$ cat src/rtl/mem_bus_ctrl_pkg.sv
// Shared memory map, FSM state encodings and address-decode helpers for the
// CPU-side memory/bus controller.
package mem_bus_ctrl_pkg;

  // MMIO register addresses (word addresses)
  localparam logic [15:0] IO_LED   = 16'h0000;
  localparam logic [15:0] IO_SW    = 16'h0001;
  localparam logic [15:0] IO_TX    = 16'h0002;
  localparam logic [15:0] IO_STAT  = 16'h0003;
  localparam logic [15:0] RAM_BASE = 16'h0010;

  // Controller FSM state encodings
  localparam logic [2:0] ST_IDLE     = 3'd0;
  localparam logic [2:0] ST_RAM_ACC  = 3'd1;
  localparam logic [2:0] ST_RAM_WAIT = 3'd2;
  localparam logic [2:0] ST_IO       = 3'd3;
  localparam logic [2:0] ST_TX_WAIT  = 3'd4;
  localparam logic [2:0] ST_READY    = 3'd5;
  localparam logic [2:0] ST_RECOVER  = 3'd6;

  // Anything at or above RAM_BASE is backed by the on-chip RAM.
  function automatic logic is_ram_addr(input logic [15:0] addr);
    return (addr >= RAM_BASE);
  endfunction

  // Accesses that complete normally but flag a bus error: any access to the
  // unmapped hole, or a write to the read-only switch register.
  function automatic logic is_io_err(input logic [15:0] addr, input logic we);
    logic unmapped;
    unmapped = (addr >= 16'h0004) && (addr < RAM_BASE);
    return unmapped || (we && (addr == IO_SW));
  endfunction

endpackage

$ cat src/rtl/mem_bus_ctrl_mmio.sv
// MMIO register block: LED register, sticky bus error flag, status read mux
// and error decode. Updates happen on the single cycle io_en_i is high.
module mem_bus_ctrl_mmio
  import mem_bus_ctrl_pkg::*;
(
  input  logic        clk,
  input  logic        rst_n,
  input  logic        io_en_i,
  input  logic [15:0] addr_i,
  input  logic        we_i,
  input  logic [15:0] wdata_i,
  input  logic [15:0] sw_i,
  input  logic        tx_ready_i,
  output logic [15:0] led_o,
  output logic        bus_err_o,
  output logic [15:0] rdata_o
);

  logic [15:0] led_q, led_d;
  logic        bus_err_q, bus_err_d;

  // Next-state for LED and bus_err; error decode wins, W1C only via status bit1.
  always_comb begin
    led_d     = led_q;
    bus_err_d = bus_err_q;
    if (io_en_i) begin
      if (is_io_err(addr_i, we_i)) begin
        bus_err_d = 1'b1;
      end else if (we_i && (addr_i == IO_LED)) begin
        led_d = wdata_i;
      end else if (we_i && (addr_i == IO_STAT) && wdata_i[1]) begin
        bus_err_d = 1'b0;
      end else begin
        led_d     = led_q;
        bus_err_d = bus_err_q;
      end
    end else begin
      led_d     = led_q;
      bus_err_d = bus_err_q;
    end
  end

  // Register read mux; TX data, unmapped and error reads all return zero.
  always_comb begin
    rdata_o = 16'h0000;
    case (addr_i)
      IO_LED:  rdata_o = led_q;
      IO_SW:   rdata_o = sw_i;
      IO_STAT: rdata_o = {14'b0, bus_err_q, tx_ready_i};
      default: rdata_o = 16'h0000;
    endcase
  end

  // MMIO register state.
  always_ff @(posedge clk or negedge rst_n) begin
    if (!rst_n) begin
      led_q     <= 16'h0000;
      bus_err_q <= 1'b0;
    end else begin
      led_q     <= led_d;
      bus_err_q <= bus_err_d;
    end
  end

  assign led_o     = led_q;
  assign bus_err_o = bus_err_q;

endmodule

$ cat src/rtl/mem_bus_ctrl.sv
// Memory/bus controller between the CPU core and on-chip RAM / MMIO.
// Samples the always-present CPU request in IDLE, runs one access to
// completion, pulses cpu_ready for one cycle, then idles one dead cycle.
module mem_bus_ctrl
  import mem_bus_ctrl_pkg::*;
#(
  parameter int unsigned RAM_AW      = 16,
  parameter int unsigned WAIT_STATES = 0
) (
  input  logic              clk,
  input  logic              rst_n,
  input  logic [15:0]       cpu_addr,
  input  logic [15:0]       cpu_wdata,
  input  logic              cpu_we,
  output logic [15:0]       cpu_rdata,
  output logic              cpu_ready,
  output logic [RAM_AW-1:0] ram_addr,
  output logic [15:0]       ram_wdata,
  output logic              ram_we,
  input  logic [15:0]       ram_rdata,
  input  logic [15:0]       sw_i,
  output logic [15:0]       led_o,
  output logic [15:0]       tx_data,
  output logic              tx_valid,
  input  logic              tx_ready,
  output logic              bus_err
);

  logic [2:0]        state_q, state_d;
  logic [15:0]       req_addr_q, req_addr_d;
  logic [15:0]       req_wdata_q, req_wdata_d;
  logic              req_we_q, req_we_d;
  logic [3:0]        cnt_q, cnt_d;
  logic [RAM_AW-1:0] ram_addr_q, ram_addr_d;
  logic [15:0]       ram_wdata_q, ram_wdata_d;
  logic              ram_we_q, ram_we_d;
  logic              cpu_ready_q, cpu_ready_d;
  logic [15:0]       cpu_rdata_q, cpu_rdata_d;
  logic              tx_valid_q, tx_valid_d;
  logic [15:0]       tx_data_q, tx_data_d;
  logic              io_en_s;
  logic [15:0]       mmio_rdata_s;

  assign io_en_s = (state_q == ST_IO);

  mem_bus_ctrl_mmio u_mmio (
    .clk        (clk),
    .rst_n      (rst_n),
    .io_en_i    (io_en_s),
    .addr_i     (req_addr_q),
    .we_i       (req_we_q),
    .wdata_i    (req_wdata_q),
    .sw_i       (sw_i),
    .tx_ready_i (tx_ready),
    .led_o      (led_o),
    .bus_err_o  (bus_err),
    .rdata_o    (mmio_rdata_s)
  );

  // FSM next-state; RAM strobe and TX request are set up on the edge leaving
  // IDLE so they are registered and valid for exactly the intended cycles.
  always_comb begin
    state_d     = state_q;
    req_addr_d  = req_addr_q;
    req_wdata_d = req_wdata_q;
    req_we_d    = req_we_q;
    cnt_d       = cnt_q;
    ram_addr_d  = ram_addr_q;
    ram_wdata_d = ram_wdata_q;
    ram_we_d    = 1'b0;
    cpu_ready_d = 1'b0;
    cpu_rdata_d = cpu_rdata_q;
    tx_valid_d  = tx_valid_q;
    tx_data_d   = tx_data_q;
    case (state_q)
      ST_IDLE: begin
        req_addr_d  = cpu_addr;
        req_wdata_d = cpu_wdata;
        req_we_d    = cpu_we;
        if (is_ram_addr(cpu_addr)) begin
          ram_addr_d  = cpu_addr[RAM_AW-1:0];
          ram_wdata_d = cpu_wdata;
          ram_we_d    = cpu_we;
          state_d     = ST_RAM_ACC;
        end else if ((cpu_addr == IO_TX) && cpu_we) begin
          tx_valid_d = 1'b1;
          tx_data_d  = cpu_wdata;
          state_d    = ST_TX_WAIT;
        end else begin
          state_d = ST_IO;
        end
      end
      ST_RAM_ACC: begin
        cnt_d   = 4'(WAIT_STATES);
        state_d = ST_RAM_WAIT;
      end
      ST_RAM_WAIT: begin
        if (cnt_q == 4'd0) begin
          if (!req_we_q) begin
            cpu_rdata_d = ram_rdata;
          end else begin
            cpu_rdata_d = cpu_rdata_q;
          end
          cpu_ready_d = 1'b1;
          state_d     = ST_READY;
        end else begin
          cnt_d = cnt_q - 4'd1;
        end
      end
      ST_IO: begin
        if (!req_we_q) begin
          cpu_rdata_d = mmio_rdata_s;
        end else begin
          cpu_rdata_d = cpu_rdata_q;
        end
        cpu_ready_d = 1'b1;
        state_d     = ST_READY;
      end
      ST_TX_WAIT: begin
        if (tx_valid_q && tx_ready) begin
          tx_valid_d  = 1'b0;
          cpu_ready_d = 1'b1;
          state_d     = ST_READY;
        end else begin
          state_d = ST_TX_WAIT;
        end
      end
      ST_READY: begin
        state_d = ST_RECOVER;
      end
      ST_RECOVER: begin
        state_d = ST_IDLE;
      end
      default: begin
        tx_valid_d = 1'b0;
        state_d    = ST_IDLE;
      end
    endcase
  end

  // Controller state and registered bus outputs.
  always_ff @(posedge clk or negedge rst_n) begin
    if (!rst_n) begin
      state_q     <= ST_IDLE;
      req_addr_q  <= 16'h0000;
      req_wdata_q <= 16'h0000;
      req_we_q    <= 1'b0;
      cnt_q       <= 4'd0;
      ram_addr_q  <= '0;
      ram_wdata_q <= 16'h0000;
      ram_we_q    <= 1'b0;
      cpu_ready_q <= 1'b0;
      cpu_rdata_q <= 16'h0000;
      tx_valid_q  <= 1'b0;
      tx_data_q   <= 16'h0000;
    end else begin
      state_q     <= state_d;
      req_addr_q  <= req_addr_d;
      req_wdata_q <= req_wdata_d;
      req_we_q    <= req_we_d;
      cnt_q       <= cnt_d;
      ram_addr_q  <= ram_addr_d;
      ram_wdata_q <= ram_wdata_d;
      ram_we_q    <= ram_we_d;
      cpu_ready_q <= cpu_ready_d;
      cpu_rdata_q <= cpu_rdata_d;
      tx_valid_q  <= tx_valid_d;
      tx_data_q   <= tx_data_d;
    end
  end

  assign ram_addr  = ram_addr_q;
  assign ram_wdata = ram_wdata_q;
  assign ram_we    = ram_we_q;
  assign cpu_ready = cpu_ready_q;
  assign cpu_rdata = cpu_rdata_q;
  assign tx_valid  = tx_valid_q;
  assign tx_data   = tx_data_q;

endmodule

$ cat config.mk
export PLATFORM = sky130hd
export DESIGN_NAME = mem_bus_ctrl
export DESIGN_NICKNAME = d
export VERILOG_FILES = /design/src/rtl/mem_bus_ctrl_pkg.sv /design/src/rtl/mem_bus_ctrl_mmio.sv /design/src/rtl/mem_bus_ctrl.sv
export SDC_FILE = /design/constraint.sdc
export NUM_CORES = 1
export LEC_CHECK = 0
export ABC_CLOCK_PERIOD_IN_PS = 6000
export CAP_MARGIN = 30
export CORE_ASPECT_RATIO = 0.7
export CORE_MARGIN = 2
export CORE_UTILIZATION = 40
export DETAILED_ROUTE_END_ITERATION = 8
export GPL_TIMING_DRIVEN = 0
export HOLD_SLACK_MARGIN = 0.06
export MAX_ROUTING_LAYER = met4
export PLACE_DENSITY = 0.7
export SKIP_LAST_GASP = 1
export SLEW_MARGIN = 20
export SYNTH_ARGS = -nofsm -noshare
export SYNTH_HDL_FRONTEND = slang
export SYNTH_HIERARCHICAL = 1
export SYNTH_SLANG_ARGS = --single-unit
$ cat constraint.sdc
create_clock -name clk -period 6 [get_ports clk]
set_input_delay 0.6 -clock clk [delete_from_list [all_inputs] [get_ports clk]]
set_output_delay 0.6 -clock clk [all_outputs]
set_load 0.005 [all_outputs]
==> results.py <==
metrics = {
    "clock_tree": {
        "htreeDepth": 4,
        "cts_max_path_buffers": 2,
        "cts.clk_slew.worst_paths_ns": 0.06,
        "post_cts_resized": 0,
        "cts_root_buf": "clkbuf_16",
        "cts_hold_buf": 0,
        "cts_tree": "built",
        "cts.sinks": 124,
        "post_cts_buffers": 0,
        "insertion_delay_ns": 0.40,
        "cts_buffers": 17,
    },
    "layout": {
        "final_area_um2": 7626,
        "fin_util_pct": 58.63,
        "num_antenna_cells": 0,
        "layout-drive-gt1-share_pct": 16.93,
        "nets": 689,
        "area_delta_synth_final_pct": 44.43,
    },
    "placed_design": {
        "place_ws_ns": 2.954,
        "dp_hpwl_mm": 10.54,
        "port-buffer-count": 151,
        "placed_area_um2": 7028,
        "gp_congestion": 0.8708,
    },
    "yosys": {
        "syn_inst": 447,
        "synth_top_area_share_pct": 58.77,
        "yosysTopAreaCell": "dfrtp_1",
        "syn_area_per_cell_um2": 11.81,
        "yosys_warnings": 6,
        "synth_edf_count": 0,
        "synth_cell_types": 36,
        "ys_ff_latch": 124,
        "synthArstFlopShare_pct": 100.0,
        "synthTopCellsByCount": "125 x nand2_1, 124 x dfrtp_1, 34 x mux2_2, 22 x mux2i_1, 21 x o21ai_0",
        "ys_seq_area_share_pct": 58.77,
        "syn_nets": 517,
        "ys.flop_type": "dfrtp_1",
        "syn_area_um2": 5280,
        "yosysMostFrequentCell": "nand2_1",
        "synthTopCellsByArea": "dfrtp_1 59%, nand2_1 8.9%, mux2_2 7.3%",
    },
    "die": {
        "die_x_um": 141.3,
        "core_area_um2": 13010,
        "num_io_pins": 152,
        "start_util_pct": 40.60,
        "die_y_um": 100.1,
        "rows": 35,
        "dieArea_um2": 14150,
    },
    "global_routing": {
        "grt_pass1_wl_mm": 22.95,
        "grt_max_degree": 67,
        "overflow": 0,
        "grt_pass1_vias": 4246,
        "grt_use_total_pct": 21.82,
        "antenna_found_initial": 0,
    },
    "drt": {
        "drtPass1Iterations": 5,
        "via_per_inst": 5.064,
        "ant_nets": 0,
        "drt_iter0_drc": 168,
        "avgRoutedWirePerCell_um": 17.81,
        "routed-via-count": 4041,
        "wl_mm": 14.21,
        "drc_errors": 0,
    },
    "critical_path": {
        "cp_num_buf_inv": 2,
        "critical_path.startpoint_type": "input pin",
        "path_max_fanout": 10,
        "worst-setup-path-type": "in2reg",
        "startpoint": "cpu_addr[10]",
        "slowest_stage": "buf_1",
        "path_cells": "clkdlybuf4s50_1 > nor4_1 > nand3_1 > nand2_1 > buf_1 > mux2_2",
        "crit_family": "buffers and inverters",
        "worstReg2RegStart": "state_q[2]",
        "crit_arrival_ns": 2.94,
        "max_stage_delay_ns": 0.55,
        "critPathRequiredTime_ns": 6.29,
        "crit_path_end_kind": "register",
    },
    "pwr": {
        "p_per_area_nw_per_um2": 460.4,
        "p_int_uw": 2425,
        "power.share.switching_pct": 30.93,
        "power.switching_uw": 1086,
        "pwr-share-clk_pct": 29.1,
        "peakVddDrop_mv": 0.2275,
        "p_comb_share_pct": 33.7,
        "p_seq_share_pct": 37.3,
        "leakage_uw": 0.003613,
    },
    "timing": {
        "rsz0062_at_grt": "false",
        "clock_skew_ns": 0.008000,
        "slew_violations": 0,
        "holdWs_ns": 0.1890,
        "period_share_pct": 44.31,
        "hold_violations": 0,
        "relSlewSlack_pct": 49.27,
        "setup_viol": 0,
        "fmax_mhz": 376.2,
        "fin_crit_ns": 2.658,
        "fin_ws_ns": 3.342,
        "worst_pin_slew_ns": 0.7551,
    },
    "run_status": {
        "status": "finished, final reports clean",
    },
    "flow_run": {
        "max_cap_viol_count": 0,
    },
    "hold_path": {
        "min_path_type": "in2async",
    },
}
## per-layer routing
| layer | GRT usage, % | vias up | share of wire (%) |
|---|---|---|---|
| li1 | - | 1890 | - |
| met1 | 31.27 | 2010 | 48 |
| met2 | 31.11 | 126 | 44 |
| met3 | 4.198 | 15 | 6.4 |
| met4 | 7.923 | 0 | 1.3 |
| met5 | - | - | 0 |
## power by group through the flow
stage / clock [uW] / combinational, uW / sequential [uW]
global placement: 0 / 1150 / 1300
detailed placement: 0 / 1180 / 1320
global route: 1080 / 1310 / 1340
finish: 1020 / 1180 / 1310
CTS: 1040 / 1190 / 1310
floorplan: 0 / 595 / 1290
## cell type report
type | count | area, um^2
buffer | 26 | 160.2
clock buffer | 20 | 446.7
clock inverter | 12 | 146.4
fill | 1064 | 5380
inverter | 7 | 26.28
multi-input combinational | 290 | 1991
sequential | 124 | 3103
tap | 166 | 207.7
timing repair buffer | 153 | 1545
## registers in the layout, summed over array words and instances (netlist names)
signal / cells
cnt_q: 4
u_mmio/led_o: 16
u_mmio/bus_err_o: 1
cpu_rdata: 16
req_addr_q: 16
tx_valid: 1
state_q: 3
cpu_ready: 1
ram_we: 1
ram_wdata: 16
tx_data: 16
req_we_q: 1
req_wdata_q: 16
ram_addr: 16
## final timing paths
check	cells after the start	slack (ns)	end
min reg2reg	2	0.48	cpu_rdata[7]
max in group asynchronous	2	5.12	req_wdata_q[11]
max	6	3.34	ram_addr[2]
min in group clk	2	0.48	cpu_rdata[7]
max reg2reg	9	3.38	u_mmio/led_o[3]
min	1	0.19	cpu_rdata[0]
## metrics by stage
step                total power (uW)  TNS, ns  instances
detailed placement              2501        0        765
floorplan                       1890        0        447
global route                    3735        0        798
CTS                             3540        0        797
finish                          3511        0        798
global placement                2452   -45.49        764
## placed cells by master (no fill, tap or decap), types with 2 or more instances in the layout
cell | netlist | routed
a21oi_1 | 3 | 3
nor3b_1 | 2 | 2
clkinvlp_4 | 0 | 3
buf_6 | 5 | 6
ha_1 | 2 | 2
a31oi_1 | 2 | 2
nand3_1 | 3 | 3
buf_2 | 4 | 4
clkbuf_16 | 0 | 17
nor4_2 | 3 | 3
clkbuf_1 | 12 | 14
and3_1 | 2 | 2
nor3_1 | 2 | 2
nor4_1 | 5 | 5
mux2i_1 | 22 | 22
bufinv_16 | 0 | 3
a21bo_2 | 7 | 7
nor2_1 | 6 | 6
mux2_2 | 34 | 34
a22o_1 | 19 | 19
clkinv_2 | 0 | 5
dfrtp_1 | 124 | 124
mux2_4 | 18 | 18
buf_1 | 3 | 3
o21ai_0 | 21 | 21
clkdlybuf4s50_1 | 0 | 150
inv_1 | 7 | 7
nand2_1 | 125 | 125
nand4_1 | 3 | 3
or3_1 | 2 | 2
## cell families after synthesis
logic type                 after synthesis  synth area share [%]
adders and majority gates                2                0.4739
xor gates and xnor gates                 1                0.1659
and+or+nand+nor                        157                 12.89
muxes                                   74                 16.54
buffers and inverters                   33                 3.531
DFF                                    124                 58.77
AOI/OAI and AO/OA                       56                 7.630
Power figures use the tool's default switching activity.
